===== src/rtl/uart_tx_fifo.sv =====
// rtl/uart_tx_fifo.sv - UART transmitter with input FIFO and valid/ready write port
module uart_tx_fifo #(
    parameter int CLK_FREQ   = 50000000,
    parameter int BAUD_RATE  = 9600,
    parameter int DATA_BITS  = 8,
    parameter int PARITY     = 0,
    parameter int STOP_BITS  = 1,
    parameter int FIFO_DEPTH = 4
) (
    input  logic                          clk,
    input  logic                          reset_n,
    input  logic                          tx_valid,
    input  logic [DATA_BITS-1:0]          tx_data,
    output logic                          tx_ready,
    output logic                          tx,
    output logic                          busy,
    output logic [$clog2(FIFO_DEPTH):0]   fifo_count
);

    localparam int CLKS_PER_BIT = CLK_FREQ / BAUD_RATE;
    localparam int CNT_W        = $clog2(CLKS_PER_BIT);
    localparam int AW           = $clog2(FIFO_DEPTH);
    localparam int CW           = AW + 1;

    localparam logic [CNT_W-1:0] CNT_LAST   = CNT_W'(CLKS_PER_BIT - 1);
    localparam logic [3:0]       DATA_LAST  = 4'(DATA_BITS - 1);
    localparam logic [3:0]       STOP_LAST  = 4'(STOP_BITS - 1);
    localparam logic [CW-1:0]    FULL_COUNT = CW'(FIFO_DEPTH);

    typedef enum logic [2:0] {
        S_IDLE,
        S_START,
        S_DATA,
        S_PARITY,
        S_STOP
    } state_t;

    state_t                 state_q, state_d;
    logic [CNT_W-1:0]       cnt_q, cnt_d;
    logic [3:0]             bit_q, bit_d;
    logic [DATA_BITS-1:0]   shreg_q, shreg_d;
    logic                   par_q, par_d;
    logic                   tx_q, tx_d;
    logic                   busy_q, busy_d;
    logic [AW-1:0]          wr_ptr_q, wr_ptr_d;
    logic [AW-1:0]          rd_ptr_q, rd_ptr_d;
    logic [CW-1:0]          count_q, count_d;
    logic [DATA_BITS-1:0]   mem_q [FIFO_DEPTH];
    logic [DATA_BITS-1:0]   mem_d [FIFO_DEPTH];

    logic                   push;
    logic                   pop;
    logic                   fifo_empty;
    logic                   bit_end;
    logic [DATA_BITS-1:0]   head;

    // Ready comes only from registered count, so a full FIFO rejects even when a pop coincides
    assign tx_ready   = (count_q != FULL_COUNT);
    assign push       = tx_valid && tx_ready;
    assign fifo_empty = (count_q == '0);
    assign bit_end    = (cnt_q == CNT_LAST);
    assign head       = mem_q[rd_ptr_q];

    assign tx         = tx_q;
    assign busy       = busy_q;
    assign fifo_count = count_q;

    // Frame sequencing; tx_d is the line level for the clock after this edge
    always_comb begin
        state_d = state_q;
        cnt_d   = cnt_q;
        bit_d   = bit_q;
        shreg_d = shreg_q;
        par_d   = par_q;
        tx_d    = tx_q;
        pop     = 1'b0;

        if (state_q != S_IDLE) begin
            cnt_d = bit_end ? '0 : cnt_q + CNT_W'(1);
        end

        case (state_q)
            S_IDLE: begin
                tx_d = 1'b1;
                if (!fifo_empty) begin
                    pop = 1'b1;
                end
            end
            S_START: begin
                if (bit_end) begin
                    state_d = S_DATA;
                    tx_d    = shreg_q[0];
                    shreg_d = shreg_q >> 1;
                    bit_d   = '0;
                end
            end
            S_DATA: begin
                if (bit_end) begin
                    if (bit_q == DATA_LAST) begin
                        if (PARITY != 0) begin
                            state_d = S_PARITY;
                            tx_d    = par_q;
                        end else begin
                            state_d = S_STOP;
                            tx_d    = 1'b1;
                            bit_d   = '0;
                        end
                    end else begin
                        tx_d    = shreg_q[0];
                        shreg_d = shreg_q >> 1;
                        bit_d   = bit_q + 4'd1;
                    end
                end
            end
            S_PARITY: begin
                if (bit_end) begin
                    state_d = S_STOP;
                    tx_d    = 1'b1;
                    bit_d   = '0;
                end
            end
            S_STOP: begin
                if (bit_end) begin
                    if (bit_q == STOP_LAST) begin
                        if (!fifo_empty) begin
                            pop = 1'b1;
                        end else begin
                            state_d = S_IDLE;
                            tx_d    = 1'b1;
                        end
                    end else begin
                        bit_d = bit_q + 4'd1;
                    end
                end
            end
            default: begin
                state_d = S_IDLE;
                tx_d    = 1'b1;
            end
        endcase

        // Loading a word starts the start bit on the very next clock
        if (pop) begin
            state_d = S_START;
            tx_d    = 1'b0;
            cnt_d   = '0;
            bit_d   = '0;
            shreg_d = head;
            par_d   = (PARITY == 2) ? ~^head : ^head;
        end
    end

    // FIFO pointers, occupancy and storage, plus the registered busy flag
    always_comb begin
        wr_ptr_d = wr_ptr_q;
        rd_ptr_d = rd_ptr_q;
        count_d  = count_q;
        mem_d    = mem_q;
        busy_d   = 1'b0;

        if (push) begin
            mem_d[wr_ptr_q] = tx_data;
            wr_ptr_d        = wr_ptr_q + AW'(1);
        end
        if (pop) begin
            rd_ptr_d = rd_ptr_q + AW'(1);
        end
        case ({push, pop})
            2'b10:   count_d = count_q + CW'(1);
            2'b01:   count_d = count_q - CW'(1);
            default: count_d = count_q;
        endcase

        busy_d = (state_d != S_IDLE) || (count_d != '0);
    end

    // Control state; reset aborts any frame and flushes the queue
    always_ff @(posedge clk or negedge reset_n) begin
        if (!reset_n) begin
            state_q  <= S_IDLE;
            cnt_q    <= '0;
            bit_q    <= '0;
            shreg_q  <= '0;
            par_q    <= 1'b0;
            tx_q     <= 1'b1;
            busy_q   <= 1'b0;
            wr_ptr_q <= '0;
            rd_ptr_q <= '0;
            count_q  <= '0;
        end else begin
            state_q  <= state_d;
            cnt_q    <= cnt_d;
            bit_q    <= bit_d;
            shreg_q  <= shreg_d;
            par_q    <= par_d;
            tx_q     <= tx_d;
            busy_q   <= busy_d;
            wr_ptr_q <= wr_ptr_d;
            rd_ptr_q <= rd_ptr_d;
            count_q  <= count_d;
        end
    end

    // Word storage needs no reset; the pointers define what is valid
    always_ff @(posedge clk) begin
        mem_q <= mem_d;
    end

endmodule


===== config.mk =====
export PLATFORM = sky130hd
export DESIGN_NAME = uart_tx_fifo
export DESIGN_NICKNAME = d
export VERILOG_FILES = /design/src/rtl/uart_tx_fifo.sv
export SDC_FILE = /design/constraint.sdc
export NUM_CORES = 1
export LEC_CHECK = 0
export ABC_AREA = 1
export BUFFER_PORTS_ARGS = -buffer_cell sky130_fd_sc_hd__buf_2
export CORE_MARGIN = 10
export CORE_UTILIZATION = 55
export CTS_BUF_LIST = sky130_fd_sc_hd__clkbuf_4
export DETAILED_ROUTE_END_ITERATION = 10
export MAX_ROUTING_LAYER = met4
export PLACE_DENSITY = 0.8
export SYNTH_ARGS = -nofsm -noshare
export SYNTH_HDL_FRONTEND = slang
export SYNTH_SLANG_ARGS = --single-unit

===== constraint.sdc =====
create_clock -name clk -period 3.4 [get_ports clk]
set_input_delay 0.51 -clock clk [delete_from_list [all_inputs] [get_ports clk]]
set_output_delay 0.51 -clock clk [all_outputs]
set_load 0.05 [all_outputs]

==> results of run 1 <==
per-stage QoR:
step	area (sq um)	cells	setup WS (ns)	util [%]	hold slack, ns
floorplan	3630	417	0.522	-	0.214
global placement	3770	503	0.737	59.0	0.456
detailed placement	3770	503	0.562	59.0	0.459
CTS	3940	519	0.570	61.7	0.186
global route	3940	519	0.266	61.7	0.209
finish	3940	519	0.575	61.7	0.176
registers in the layout, indices dropped and copies added, names as in the netlist:
signal      cells
busy            1
state_q         3
wr_ptr_q        2
fifo_count      3
shreg_q         8
rd_ptr_q        2
bit_q           4
mem_q          32
tx              1
cnt_q          13
area by class of cell:
type | count | area, sq um
clock buffer | 9 | 67.6
sequential | 69 | 1890
multi-input combinational | 284 | 1490
timing repair buffer | 16 | 80.1
fill | 537 | 2440
tap | 77 | 96.3
inverter | 57 | 216
clock inverter | 7 | 106
logic make-up after synthesis:
kind of cell | count (synthesis) | share of synthesized area [%]
AND/OR/NAND/NOR | 223 | 28.6
XOR/XNOR | 7 | 1.69
AO/OA/AOI/OAI | 45 | 7.34
buffers and inverters | 64 | 7.00
flip-flops | 69 | 52.0
adder cells (fa/ha/maj) | 9 | 3.31
power by group:
part	total, W	switching (W)	leakage [nW]	internal (W)
Clock	0.000638	0.000328	0.0930	0.000310
Sequential	0.00103	0.0000392	0.751	0.000989
Combinational	0.000378	0.000284	1.06	0.0000942
metal layers:
| layer | GRT usage (%) | up-vias | share of wire (%) |
|---|---|---|---|
| li1 | - | 1396 | - |
| met1 | 17.4 | 1280 | 45 |
| met2 | 24.3 | 42 | 49 |
| met3 | 4.77 | 6 | 4.3 |
| met4 | 4.61 | 0 | 0.88 |
| met5 | - | - | 0 |
worst min-delay path by stage:
stage / endpoint / slack (ns) / depth (start not counted)
final: fifo_count[1] / 0.18 / 1
after global routing: shreg_q[6] / 0.21 / 1
after CTS: bit_q[3] / 0.19 / 1
after detailed placement: shreg_q[7] / 0.46 / 2
after global placement: tx / 0.46 / 2
after floorplan: bit_q[0] / 0.21 / 0
layout by cell type, fill, tap and decap left out, types with 5 or more instances in the layout:
master	netlist	layout
nor2_1	52	52
nand4_1	6	6
nor3_1	5	5
buf_2	3	16
nand2_4	6	6
o211ai_1	7	7
inv_1	48	48
inv_2	8	8
nor2_2	6	6
xor2_1	5	5
ha_1	8	8
o21ai_0	18	18
edfxtp_1	32	32
nand2_1	108	108
clkbuf_4	0	9
dfrtp_1	36	36
nand3_1	31	31
a21oi_1	13	13
==> out/results.ini, run 1 <==
[logic_synthesis]
syn_nets=437
synth_area_leader_cell=edfxtp_1
async_flop_share_pct=53.6
seq_area_frac_synth_pct=52.0
synth_top_area_share_pct=26.5
syn_inst=417
synth.most_common_cell=nand2_1
synth_seq_cells=69
synth_commonest_cells=nand2_1 (108), nor2_1 (52), inv_1 (48)
synth_edf_count=32
ys_warn_count=0
syn_area_sq_um=3630
ys.flop_type=dfrtp_1
ys_top_cells_by_area=edfxtp_1 (26%), dfrtp_1 (25%), nand2_1 (11%)
synth_cell_types=37
post_synth.cell_area_avg_sq_um=8.70

[worst_setup_path]
crit_start=bit_q[0]
end_kind=register
max_stage_delay_ns=0.46
critPathTopFamily=simple AND/OR/NAND/NOR gates
crit_slowest_cell=dfrtp_1
reg2regPathDepth=18
worstPathMaxFanout=17
reg2reg_to=busy
crit_cells=18
r2r-start=bit_q[0]
start_kind=register
crit_top_cell=inv_1
reg2reg_slack_ns=0.58
cp_num_buf_inv=4
worst-setup-path-type=register to register
arrival_ns=3.14
critical_path.cell_chain=inv_1 -> ha_1 -> nand2_1 -> nor2_2 -> nand3_4 -> nand2_4 -> nand2_8 -> inv_1 -> ha_1 -> inv_1 -> fa_1 -> nand2_1 -> nand3b_1 -> xor2_1 -> inv_1 -> nand2_1 -> nor2_1 -> nand3_1
required_ns=3.72
endpoint=busy

[cts]
numCtsBuffers=9
clk_path_buf_depth=2
hold_buffers=0
cts.reportedPaths.clkPinSlew_ns=0.13
clock_latency_ns=0.43
htreeDepth=3
cts_resized=0
cts_setup_buffers=0
cts_tree=yes
ctsRootBufferMaster=clkbuf_4
clock-sinks=69

[global_route]
grt_pass1_vias=2603
grt_max_degree=38
grt_use_total_pct=15.0
grt_pass1_wl_um=12000
antenna_found_initial=0
overflow=0

[floorplan]
rows=29
die-height_um=101
die_area_sq_um=10200
die_x_um=101
coreArea_sq_um=6390
start_util_pct=56.8
ioPinCount=17

[sta]
setup_viol=0
hold_viol_final=0
drv_slew=0
fmax_mhz=354
timing.final.crit_share_pct=83.1
fin_worst_skew_ns=0.0146
rsz0062_at_grt=no
finalCriticalPeriod_ns=2.82
max_slew.worst_pin.slew_ns=0.840
final.setup.tns_ns=0
slew_headroom_pct=44.0

[routing]
vias_per_cell=5.25
routed_wl_um=6970
drtIter0Drc=162
dr.pass1.iters=4
routedWlPerCell_um=13.4
ant_nets=0
route.detailed.drc=0
via_count=2724

[pwr]
p_per_area_nw_per_um2=519
p_leak_nw=1.91
total_power_w=0.00204
ir_worst_vdd_uv=437

[placed_design]
io_buffers=16
dp_hpwl_um=5010
routabilityCongestion=0.965

[final_layout]
diodes=0
syn_to_final_growth_pct=8.62
fin_nets=457
drive_gt1_share_pct=14.3

[run]
drv_cap=0

[hold_path]
worstHoldPathType=primary input to async pin

[run_status]
status=finished, final reports clean

Note: power is estimated with default switching activity, not from simulation.
==> run 2: changes to the inputs <==
Clock period 3.4 ns to 2.85 ns, I/O delays scaled along.
==> run 2 against run 1 <==
First-iteration DRC count decreased by 11%; combinational power up 23%; utilization is 1.0 points higher; via count up 4.2%; die area did not move; non-clock buffer count is 3 higher; sequential power is 19% higher; register-to-register slack lost 0.39 ns; critical path depth is 1 higher; global-route usage up 0.56 points.
==> out/results.ini, run 2 (synthesis gave the netlist of run 1 again) <==
[run_status]
status=finished, final reports clean

[global_route]
use_met3_pct=2.52  ; -2.2 points
overflow=0  ; unchanged
grt_max_degree=38  ; unchanged
grt_use_total_pct=15.6  ; +0.56 points
use_met1_pct=19.0  ; +1.6 points
met2_usage_pct=24.8  ; +0.44 points
grt_pass1_wl_um=12600  ; +5.7%
busiest_layer=met2
antenna_found_initial=0  ; unchanged
grt_pass1_vias=2761  ; +6.1%

[final_layout]
fin_util_pct=62.7  ; +1.0 points
diodes=0  ; unchanged
multiInputGateArea_sq_um=1510  ; +1.4%
drive_gt1_share_pct=15.7  ; +1.5 points
top_register=mem_q
fin_nets=460  ; +0.66%
final_common_cell=nand2_1
final_cell_mix=nand2_1 (108), nor2_1 (51), inv_1 (47)
largestRegisters=mem_q: 32 flops, cnt_q: 13 flops, shreg_q: 8 flops
syn_to_final_growth_pct=10.4
largest_reg_flops=32  ; unchanged
seq_area_sq_um=1890  ; about the same
fillers=533  ; -0.74%
fin_area_sq_um=4010  ; +1.6%

[sta]
max_slew.worst_pin.slew_ns=0.846  ; +0.00682 ns
setup_slack_ns=0.183  ; -0.392 ns
finalCriticalPeriod_ns=2.67  ; -0.158 ns
setup_viol=0  ; unchanged
fin_worst_skew_ns=0.0206  ; +0.00603 ns
fmax_mhz=375  ; +5.9%
hold_viol_final=0  ; unchanged
final.setup.tns_ns=0  ; unchanged
timing.final.crit_share_pct=93.6  ; +10 points
slew_headroom_pct=43.6  ; -0.45 points
drv_slew=0  ; unchanged

[routing]
via_count=2839  ; +4.2%
vias_per_cell=5.44  ; +3.6%
route.detailed.drc=0  ; unchanged
routed_wl_um=7330  ; +5.2%
drtIter0Drc=144  ; -11%
dr.pass1.iters=5  ; +1
routedWlPerCell_um=14.0  ; +4.6%
ant_nets=0  ; unchanged

[floorplan]
coreArea_sq_um=6390  ; unchanged
die-height_um=101  ; unchanged
die_x_um=101  ; unchanged
die_area_sq_um=10200  ; unchanged
rows=29  ; unchanged
ioPinCount=17  ; unchanged
start_util_pct=56.8  ; unchanged

[worst_setup_path]
end_kind=register
reg2reg_to=busy
crit_start=bit_q[0]
endpoint=busy
reg2regPathDepth=19  ; +1
arrival_ns=3.04  ; -0.10 ns
worst-setup-path-type=register to register
required_ns=3.22  ; -0.50 ns
worstPathMaxFanout=8  ; -9
start_kind=register
r2r-start=bit_q[0]
reg2reg_slack_ns=0.18  ; -0.39 ns

[cts]
numCtsBuffers=9  ; unchanged
cts.reportedPaths.clkPinSlew_ns=0.13  ; about the same
htreeDepth=3  ; unchanged
clock-sinks=69  ; unchanged
cts_tree=yes
ctsRootBufferMaster=clkbuf_4
hold_buffers=0  ; unchanged
clk_path_buf_depth=2  ; unchanged
clock_latency_ns=0.42  ; about the same

[pwr]
ir_worst_vdd_uv=597  ; +36%
p_per_area_nw_per_um2=629  ; +21%
p_leak_nw=1.92  ; +0.75%

[placed_design]
post-place-ws_ns=0.0909  ; -0.471 ns
dp_hpwl_um=5220  ; +4.2%
routabilityCongestion=0.968  ; +0.38%
place_area_sq_um=3780  ; +0.33%
io_buffers=16  ; unchanged

[hold_path]
worstHoldPathType=primary input to async pin

[run]
drv_cap=0  ; unchanged

-- run 2: final cells by class --
class | count | share of cell area [%]
flip-flops and latches | 69 | 47.2
multi-input cells | 284 | 37.7
inverters | 57 | 5.50
clock inverters | 7 | 3.03
repair buffers | 19 | 2.56
well taps | 77 | 2.40
clock buffers | 9 | 1.69
-- run 2: worst min-delay path by stage --
stage,endpoint,slack (ns),start,cells after the start
2_1_floorplan,bit_q[0],0.13,reset_n,0
3_3_place_gp,tx,0.45,tx,2
3_5_place_dp,shreg_q[7],0.47,shreg_q[7],2
4_1_cts,cnt_q[9],0.11,reset_n,1
5_1_grt,cnt_q[9],0.14,reset_n,1
6_report,busy,0.09,reset_n,1
-- run 2: repair_timing --
item	CTS	global route
setup endpoints to repair	0	1
gates resized for setup	0	5
setup buffers	0	2
-- run 2: worst max-delay path, stage by stage, from the launching register on --
cell        delay, ns
dfrtp_2          0.45
inv_1            0.08
ha_1             0.18
nand2_1          0.10
nor2_4           0.14
nand3_4          0.09
nand2_4          0.13
nand2_8          0.06
clkinvlp_4       0.10
ha_1             0.17
inv_1            0.06
fa_1             0.39
inv_1            0.07
nand2_1          0.05
nand3b_1         0.09
xor2_1           0.22
inv_1            0.07
nand2_1          0.07
nor2_1           0.04
nand3_1          0.07
-- run 2: power by group --
group	switching (W)	total, W	internal (W)
clock network	0.000376	0.000824	0.000448
registers	0.0000511	0.00123	0.00118
logic	0.000351	0.000464	0.000113
total	0.000777	0.00252	0.00174
-- run 2: stage by stage --
| step | power (W) | hold slack (ns) | cells |
|---|---|---|---|
| after CTS | 0.00254 | 0.110 | 520 |
| after floorplan | 0.00157 | 0.132 | 417 |
| after global placement | 0.00169 | 0.450 | 504 |
| after global routing | 0.00263 | 0.144 | 522 |
| after detailed placement | 0.00172 | 0.468 | 504 |
| final | 0.00252 | 0.0893 | 522 |
-- run 2: per-layer routing --
layer	wire length [um]	vias up
met5	0	-
met4	164	0
met3	320	19
met2	3540	82
met1	3310	1333
li1	-	1405
